**src/rtl/fractal_iter_engine_pkg.sv**
```systemverilog
// Shared types and fixed-point helpers for the fractal escape-time engine.
// The helpers work on 32-bit operands, so word widths up to 32 bits are supported.
package fractal_iter_engine_pkg;

  localparam int unsigned WsDef = 16;
  localparam int unsigned DpDef = 8;

  typedef struct packed {
    logic signed [WsDef-1:0] im;
    logic signed [WsDef-1:0] re;
  } cplx_t;

  typedef enum logic [1:0] {
    StIdle,
    StIter,
    StDone
  } state_e;

  // Real part of z^2: each product is rescaled before the subtraction.
  function automatic logic signed [63:0] cplx_sq_re(input logic signed [31:0] re,
                                                    input logic signed [31:0] im,
                                                    input int unsigned dp);
    logic signed [63:0] rr;
    logic signed [63:0] ii;
    rr = 64'(re) * 64'(re);
    ii = 64'(im) * 64'(im);
    return (rr >>> dp) - (ii >>> dp);
  endfunction

  function automatic logic signed [63:0] cplx_sq_im(input logic signed [31:0] re,
                                                    input logic signed [31:0] im,
                                                    input int unsigned dp);
    logic signed [63:0] ri;
    ri = 64'(re) * 64'(im);
    return (ri >>> dp) <<< 1;
  endfunction

  // Unshifted |z|^2, so the result carries 2*dp fractional bits.
  function automatic logic [64:0] abs_sq(input logic signed [31:0] re,
                                         input logic signed [31:0] im);
    logic signed [63:0] rr;
    logic signed [63:0] ii;
    rr = 64'(re) * 64'(re);
    ii = 64'(im) * 64'(im);
    return {1'b0, rr} + {1'b0, ii};
  endfunction

endpackage

```
**src/rtl/fractal_iter_engine_if.sv**
```systemverilog
// Pixel request / result handshake bundle between the coordinate generator,
// the escape-time engine and the colour-map stage.
interface fractal_iter_engine_if #(
  parameter int unsigned ws     = 16,
  parameter int unsigned iterws = 5
) ();

  logic              iValid;
  logic              oReady;
  logic [ws-1:0]     x;
  logic [ws-1:0]     y;
  logic [2*ws-1:0]   c;
  logic [ws-1:0]     thres;
  logic              mode;
  logic              oValid;
  logic              iReady;
  logic [iterws-1:0] oIterCnt;
  logic [ws-1:0]     oX;
  logic [ws-1:0]     oY;

  modport master (
    output iValid, x, y, c, thres, mode, iReady,
    input  oReady, oValid, oIterCnt, oX, oY
  );

  modport slave (
    input  iValid, x, y, c, thres, mode, iReady,
    output oReady, oValid, oIterCnt, oX, oY
  );

endinterface

```
**src/rtl/fix_complex_sqadd.sv**
```systemverilog
// Combinational z^2 + c step plus the full-precision escape test |z|^2 > thres * 2^dp.
module fix_complex_sqadd
  import fractal_iter_engine_pkg::*;
#(
  parameter int unsigned ws = 16,
  parameter int unsigned dp = 8
) (
  input  logic signed [ws-1:0] z_re,
  input  logic signed [ws-1:0] z_im,
  input  logic signed [ws-1:0] c_re,
  input  logic signed [ws-1:0] c_im,
  input  logic        [ws-1:0] thres,
  output logic signed [ws-1:0] nxt_re,
  output logic signed [ws-1:0] nxt_im,
  output logic                 escape
);

  // Wide enough for both 2ws+1-bit |z|^2 and the shifted threshold.
  localparam int unsigned CmpW = 2 * ws + 1 + dp;

  logic [CmpW-1:0] lim;

  always_comb begin
    nxt_re = ws'(cplx_sq_re(32'(z_re), 32'(z_im), dp)) + c_re;
    nxt_im = ws'(cplx_sq_im(32'(z_re), 32'(z_im), dp)) + c_im;
    lim    = CmpW'(thres) << dp;
    escape = CmpW'(abs_sq(32'(z_re), 32'(z_im))) > lim;
  end

endmodule

```
**src/rtl/fractal_iter_engine.sv**
```systemverilog
// Sequential Julia/Mandelbrot escape-time engine: one z <- z^2 + c step per clock
// on a shared datapath, returning a binary iteration count per accepted pixel.
module fractal_iter_engine
  import fractal_iter_engine_pkg::*;
#(
  parameter int unsigned ws      = 16,
  parameter int unsigned dp      = 8,
  parameter int unsigned maxIter = 23,
  parameter int unsigned iterws  = $clog2(maxIter + 1),
  parameter int unsigned xOff    = 640,
  parameter int unsigned yOff    = 360
) (
  input logic                  iClk,
  input logic                  iRst_n,
  fractal_iter_engine_if.slave bus
);

  state_e             state_q, state_d;
  logic  [iterws-1:0] k_q, k_d;
  logic  [iterws-1:0] cnt_q, cnt_d;
  logic signed [ws-1:0] z_re_q, z_re_d, z_im_q, z_im_d;
  logic signed [ws-1:0] c_re_q, c_re_d, c_im_q, c_im_d;
  logic  [ws-1:0]     thres_q, thres_d;
  logic  [ws-1:0]     ox_q, ox_d, oy_q, oy_d;
  logic               ready_q;

  logic signed [ws-1:0] p_re, p_im;
  logic signed [ws-1:0] nxt_re, nxt_im;
  logic                 escape;

  fix_complex_sqadd #(
    .ws(ws),
    .dp(dp)
  ) u_sqadd (
    .z_re  (z_re_q),
    .z_im  (z_im_q),
    .c_re  (c_re_q),
    .c_im  (c_im_q),
    .thres (thres_q),
    .nxt_re(nxt_re),
    .nxt_im(nxt_im),
    .escape(escape)
  );

  always_comb begin
    state_d = state_q;
    k_d     = k_q;
    cnt_d   = cnt_q;
    z_re_d  = z_re_q;
    z_im_d  = z_im_q;
    c_re_d  = c_re_q;
    c_im_d  = c_im_q;
    thres_d = thres_q;
    ox_d    = ox_q;
    oy_d    = oy_q;
    p_re    = bus.x - ws'(xOff);
    p_im    = bus.y - ws'(yOff);

    unique case (state_q)
      StIdle: begin
        if (bus.iValid) begin
          ox_d    = bus.x;
          oy_d    = bus.y;
          thres_d = bus.thres;
          k_d     = '0;
          state_d = StIter;
          if (bus.mode) begin
            z_re_d = '0;
            z_im_d = '0;
            c_re_d = p_re;
            c_im_d = p_im;
          end else begin
            z_re_d = p_re;
            z_im_d = p_im;
            c_re_d = bus.c[ws-1:0];
            c_im_d = bus.c[2*ws-1:ws];
          end
        end
      end
      StIter: begin
        if (escape) begin
          cnt_d   = k_q;
          state_d = StDone;
        end else if (k_q == iterws'(maxIter - 1)) begin
          cnt_d   = iterws'(maxIter);
          state_d = StDone;
        end else begin
          z_re_d = nxt_re;
          z_im_d = nxt_im;
          k_d    = k_q + iterws'(1);
        end
      end
      StDone: begin
        if (bus.iReady) state_d = StIdle;
      end
      default: state_d = StIdle;
    endcase
  end

  // oReady is registered so it stays low while reset is asserted.
  always_ff @(posedge iClk) begin
    if (!iRst_n) begin
      state_q <= StIdle;
      k_q     <= '0;
      cnt_q   <= '0;
      z_re_q  <= '0;
      z_im_q  <= '0;
      c_re_q  <= '0;
      c_im_q  <= '0;
      thres_q <= '0;
      ox_q    <= '0;
      oy_q    <= '0;
      ready_q <= 1'b0;
    end else begin
      state_q <= state_d;
      k_q     <= k_d;
      cnt_q   <= cnt_d;
      z_re_q  <= z_re_d;
      z_im_q  <= z_im_d;
      c_re_q  <= c_re_d;
      c_im_q  <= c_im_d;
      thres_q <= thres_d;
      ox_q    <= ox_d;
      oy_q    <= oy_d;
      ready_q <= (state_d == StIdle);
    end
  end

  assign bus.oReady   = ready_q;
  assign bus.oValid   = (state_q == StDone);
  assign bus.oIterCnt = cnt_q;
  assign bus.oX       = ox_q;
  assign bus.oY       = oy_q;

endmodule

```
**src/flat_wrapper.sv**
```systemverilog
// flat-port wrapper written by rule: the top's interface ports become plain ports
module fractal_iter_engine_flat import fractal_iter_engine_pkg::*;
#(
  parameter int unsigned ws      = 16,
  parameter int unsigned dp      = 8,
  parameter int unsigned maxIter = 23,
  parameter int unsigned iterws  = $clog2(maxIter + 1),
  parameter int unsigned xOff    = 640,
  parameter int unsigned yOff    = 360
)
  (iClk, iRst_n, bus_iValid, bus_x, bus_y, bus_c, bus_thres, bus_mode, bus_iReady, bus_oReady, bus_oValid, bus_oIterCnt, bus_oX, bus_oY);
  fractal_iter_engine_if #(.ws(ws), .iterws(iterws)) bus_i ();
  input logic iClk;
  input logic iRst_n;
  input wire logic [$bits(bus_i.iValid)-1:0] bus_iValid;
  input wire logic [$bits(bus_i.x)-1:0] bus_x;
  input wire logic [$bits(bus_i.y)-1:0] bus_y;
  input wire logic [$bits(bus_i.c)-1:0] bus_c;
  input wire logic [$bits(bus_i.thres)-1:0] bus_thres;
  input wire logic [$bits(bus_i.mode)-1:0] bus_mode;
  input wire logic [$bits(bus_i.iReady)-1:0] bus_iReady;
  output wire logic [$bits(bus_i.oReady)-1:0] bus_oReady;
  output wire logic [$bits(bus_i.oValid)-1:0] bus_oValid;
  output wire logic [$bits(bus_i.oIterCnt)-1:0] bus_oIterCnt;
  output wire logic [$bits(bus_i.oX)-1:0] bus_oX;
  output wire logic [$bits(bus_i.oY)-1:0] bus_oY;
  assign bus_i.iValid = bus_iValid;
  assign bus_i.x = bus_x;
  assign bus_i.y = bus_y;
  assign bus_i.c = bus_c;
  assign bus_i.thres = bus_thres;
  assign bus_i.mode = bus_mode;
  assign bus_i.iReady = bus_iReady;
  assign bus_oReady = bus_i.oReady;
  assign bus_oValid = bus_i.oValid;
  assign bus_oIterCnt = bus_i.oIterCnt;
  assign bus_oX = bus_i.oX;
  assign bus_oY = bus_i.oY;
  fractal_iter_engine #(.ws(ws), .dp(dp), .maxIter(maxIter), .iterws(iterws), .xOff(xOff), .yOff(yOff)) u_core (.iClk(iClk), .iRst_n(iRst_n), .bus(bus_i));
endmodule
```
**config.mk**
```make
export PLATFORM = sky130hd
export DESIGN_NAME = fractal_iter_engine_flat
export DESIGN_NICKNAME = d
export VERILOG_FILES = /design/src/rtl/fractal_iter_engine_pkg.sv /design/src/rtl/fractal_iter_engine_if.sv /design/src/rtl/fix_complex_sqadd.sv /design/src/rtl/fractal_iter_engine.sv /design/src/flat_wrapper.sv
export SDC_FILE = /design/constraint.sdc
export NUM_CORES = 2
export LEC_CHECK = 0
export ABC_AREA = 0
export BUFFER_PORTS_ARGS = -buffer_cell sky130_fd_sc_hd__clkbuf_2
export CAP_MARGIN = 25
export CORE_MARGIN = 8
export CORE_UTILIZATION = 57
export DETAILED_ROUTE_END_ITERATION = 8
export PLACE_DENSITY = 0.77
export SETUP_SLACK_MARGIN = 0.2
export SLEW_MARGIN = 10
export SYNTH_ARGS = -nofsm -noshare
export SYNTH_HDL_FRONTEND = slang
export SYNTH_SLANG_ARGS = --single-unit
export TNS_END_PERCENT = 20
```
**constraint.sdc**
```tcl
create_clock -name iClk -period 8.8 [get_ports iClk]
set_input_delay 1.76 -clock iClk [delete_from_list [all_inputs] [get_ports iClk]]
set_output_delay 1.76 -clock iClk [all_outputs]
set_load 0.01 [all_outputs]
```
==> flow_summary.ini <==
[global_routing]
antenna_found_initial = 1
first_global_vias = 31130
grt_overflow = 0
grt_max_degree = 89
grtUsageTotal_pct = 30.06
grt_pass1_wl_mm = 160.6

[drt]
drtIter0Drc = 1878
routedWlPerCell_um = 19.00
via_per_inst = 5.477
ant_nets = 0
vias = 28660
wl_mm = 99.41
drtPass1Iterations = 7
drcViolationCount = 0

[synthesis]
syn_nets = 4989
netlist-cell-type-count = 65
avgSynthCellArea_um2 = 8.634
ys_seq_area_share_pct = 7.407
synth.most_common_cell = inv_1
yosys_register_bits = 125
synth_area_um2 = 33780
synth-edff-count = 0
async_flop_share_pct = 0
ys.warnings.count = 0
ys.flop_type = dfxtp_1
syn-instance-count = 3913
synthTopCellsByCount = 950 x inv_1, 663 x fa_1, 439 x nand2_1, 328 x ha_1, 195 x nor2_1
synth.largest_area_cell = fa_1
synthTopCellsByArea = fa_1 39%, ha_1 12%, inv_1 11%
synth_top_cell_area_share_pct = 39.29

[status]
violations = setup timing
status = finished, violations left

[sta]
final.period_utilization_pct = 103.6
max_slew_margin_pct = 38.88
hold_viol = 0
skew_ns = 0.01435
timing.fmax_mhz = 109.7
setup_violations = 43
layout_setup_ws_ns = -0.3156
period_minus_slack_ns = 9.116
rsz0062_at_grt = true
tightest_slew_ns = 0.9168
final-max-slew-violation-count = 0

[placement]
portBuffers = 123
dp_hpwl_mm = 82.25
place_congestion = 0.9849
placed_area_um2 = 38930

[clocking]
numCtsBuffers = 17
worst_skew_pair.late_latency_ns = 0.44
cts.sinks = 125
ctsHoldBuffers = 0
clk_pin_slew_ns = 0.07
cts_root_buf = clkbuf_16
h-tree-depth = 4
cts_buffer_depth = 2
cts_tree = built

[worst_hold_path]
hold_class = reg -> reg
hp-start = u_core.bus.oX[8]

[critical_path]
crit_slowest_cell = fa_1
crit_path_end_kind = flop
critPathLaunch = u_core.z_re_q[2]
crit_type = reg -> reg
cp_common_cell = fa_1
r2r_setup_slack_ns = -0.32
cp.arrival_ns = 9.44
crit_fanout = 8
critPathLaunchType = flop
cp.required_ns = 9.13
r2r-start = u_core.z_re_q[2]
cpPeakStageDelay_ns = 0.57

[die]
core_area_um2 = 58800
die-width_um = 259.5
row_count = 89
io_pins = 124
die_y_um = 259.5
die-area_um2 = 67320
initial_core_util_pct = 57.46

[cells_and_area]
n_antenna_cell = 0
final_cell_area_um2 = 40720
areaGrowthSynthToFinish_pct = 20.52
fin_nets = 5523
drive_above_1_share_pct = 19.98
fillers = 4404

[run]
max_cap_violations = 0
==> critical path: cells and delay by family, from the launching register on <==
kind                       cells  cell delay (ns)
xor gates and xnor gates       1             0.14
AOI/OAI and AO/OA             14             2.59
and+or+nand+nor               12             1.45
buffers and inverters          7             0.77
adders and majority gates      9             3.60
DFF                            1             0.42
==> sequential cells by signal, summed over array words and instances, names as in the netlist <==
| register | flops |
|---|---|
| u_core.bus.oY | 16 |
| u_core.c_re_q | 16 |
| u_core.k_q | 5 |
| u_core.state_q | 2 |
| u_core.bus.oIterCnt | 5 |
| u_core.bus.oReady | 1 |
| u_core.z_im_q | 16 |
| u_core.c_im_q | 16 |
| u_core.thres_q | 16 |
| u_core.z_re_q | 16 |
| u_core.bus.oX | 16 |
==> metal layers <==
layer | up-vias | track usage (%) | routed length (um)
met3 | 375 | 6.035 | 7728
met4 | 2 | 17.46 | 7011
li1 | 12960 | - | -
met5 | - | 0 | 18
met1 | 14250 | 35.15 | 35750
met2 | 1076 | 51.07 | 48900
==> final cells by class <==
cell class	count	area, um2	area share, %
Clock buffer	18	429.2	1.054
Clock inverter	14	177.7	0.4364
Inverter	956	3595	8.829
Multi-Input combinational cell	2670	27790	68.26
Sequential cell	125	2546	6.254
Tap cell	773	967.2	2.375
Timing Repair Buffer	677	5209	12.79
==> timing repair <==
| action | 4_1_cts | 5_1_grt |
|---|---|---|
| cloned | 3 | 2 |
| buffers inserted | 29 | 10 |
| pin swaps | 67 | 41 |
| setup endpoints to repair | 44 | 44 |
| gates resized for setup | 125 | 81 |
==> cells in the final DEF (no fill, tap or decap), types with 111 or more instances in the layout <==
cell and n:
inv_1 938, a21oi_1 111, nor2_1 184, fa_1 651, xnor2_1 121, clkbuf_2 123, ha_1 317, nand2_1 427
and2_1 144, buf_4 511
==> stage by stage <==
stage	worst slack [ns]	setup TNS, ns	instances	hold WS (ns)	util (%)
floorplan	0.2005	0	3913	0.4435	-
global placement	-0.5292	-18.63	5157	0.4499	66.21
detailed placement	-0.6854	-24.94	5157	0.4549	66.21
CTS	-0.2539	-6.607	5221	0.4658	68.48
global route	-0.6545	-24.14	5233	0.4915	69.25
finish	-0.3156	-8.496	5233	0.4648	69.25
==> cells by family (layout without fill, tap and decap cells) <==
group,Yosys count,in the layout,synth area share [%]
compound gates,490,490,9.818
xor+xnor,176,176,4.563
fa+ha+maj,991,991,51.44
buf+inv,1118,1665,12.44
flops,125,125,7.407
mux,28,28,0.8444
simple gates,985,985,13.49
==> worst paths after layout <==
| kind | end | cells past startpoint |
|---|---|---|
| setup reg to reg | u_core.z_im_q[10] | 43 |
| setup / recovery | u_core.z_im_q[10] | 43 |
| hold / removal | u_core.bus.oX[8] | 2 |
| hold reg to reg | u_core.bus.oX[8] | 2 |
Power is left out: the tool's default activity adds up to more than one toggle a clock period on the data nets, which glitch-free logic cannot reach.
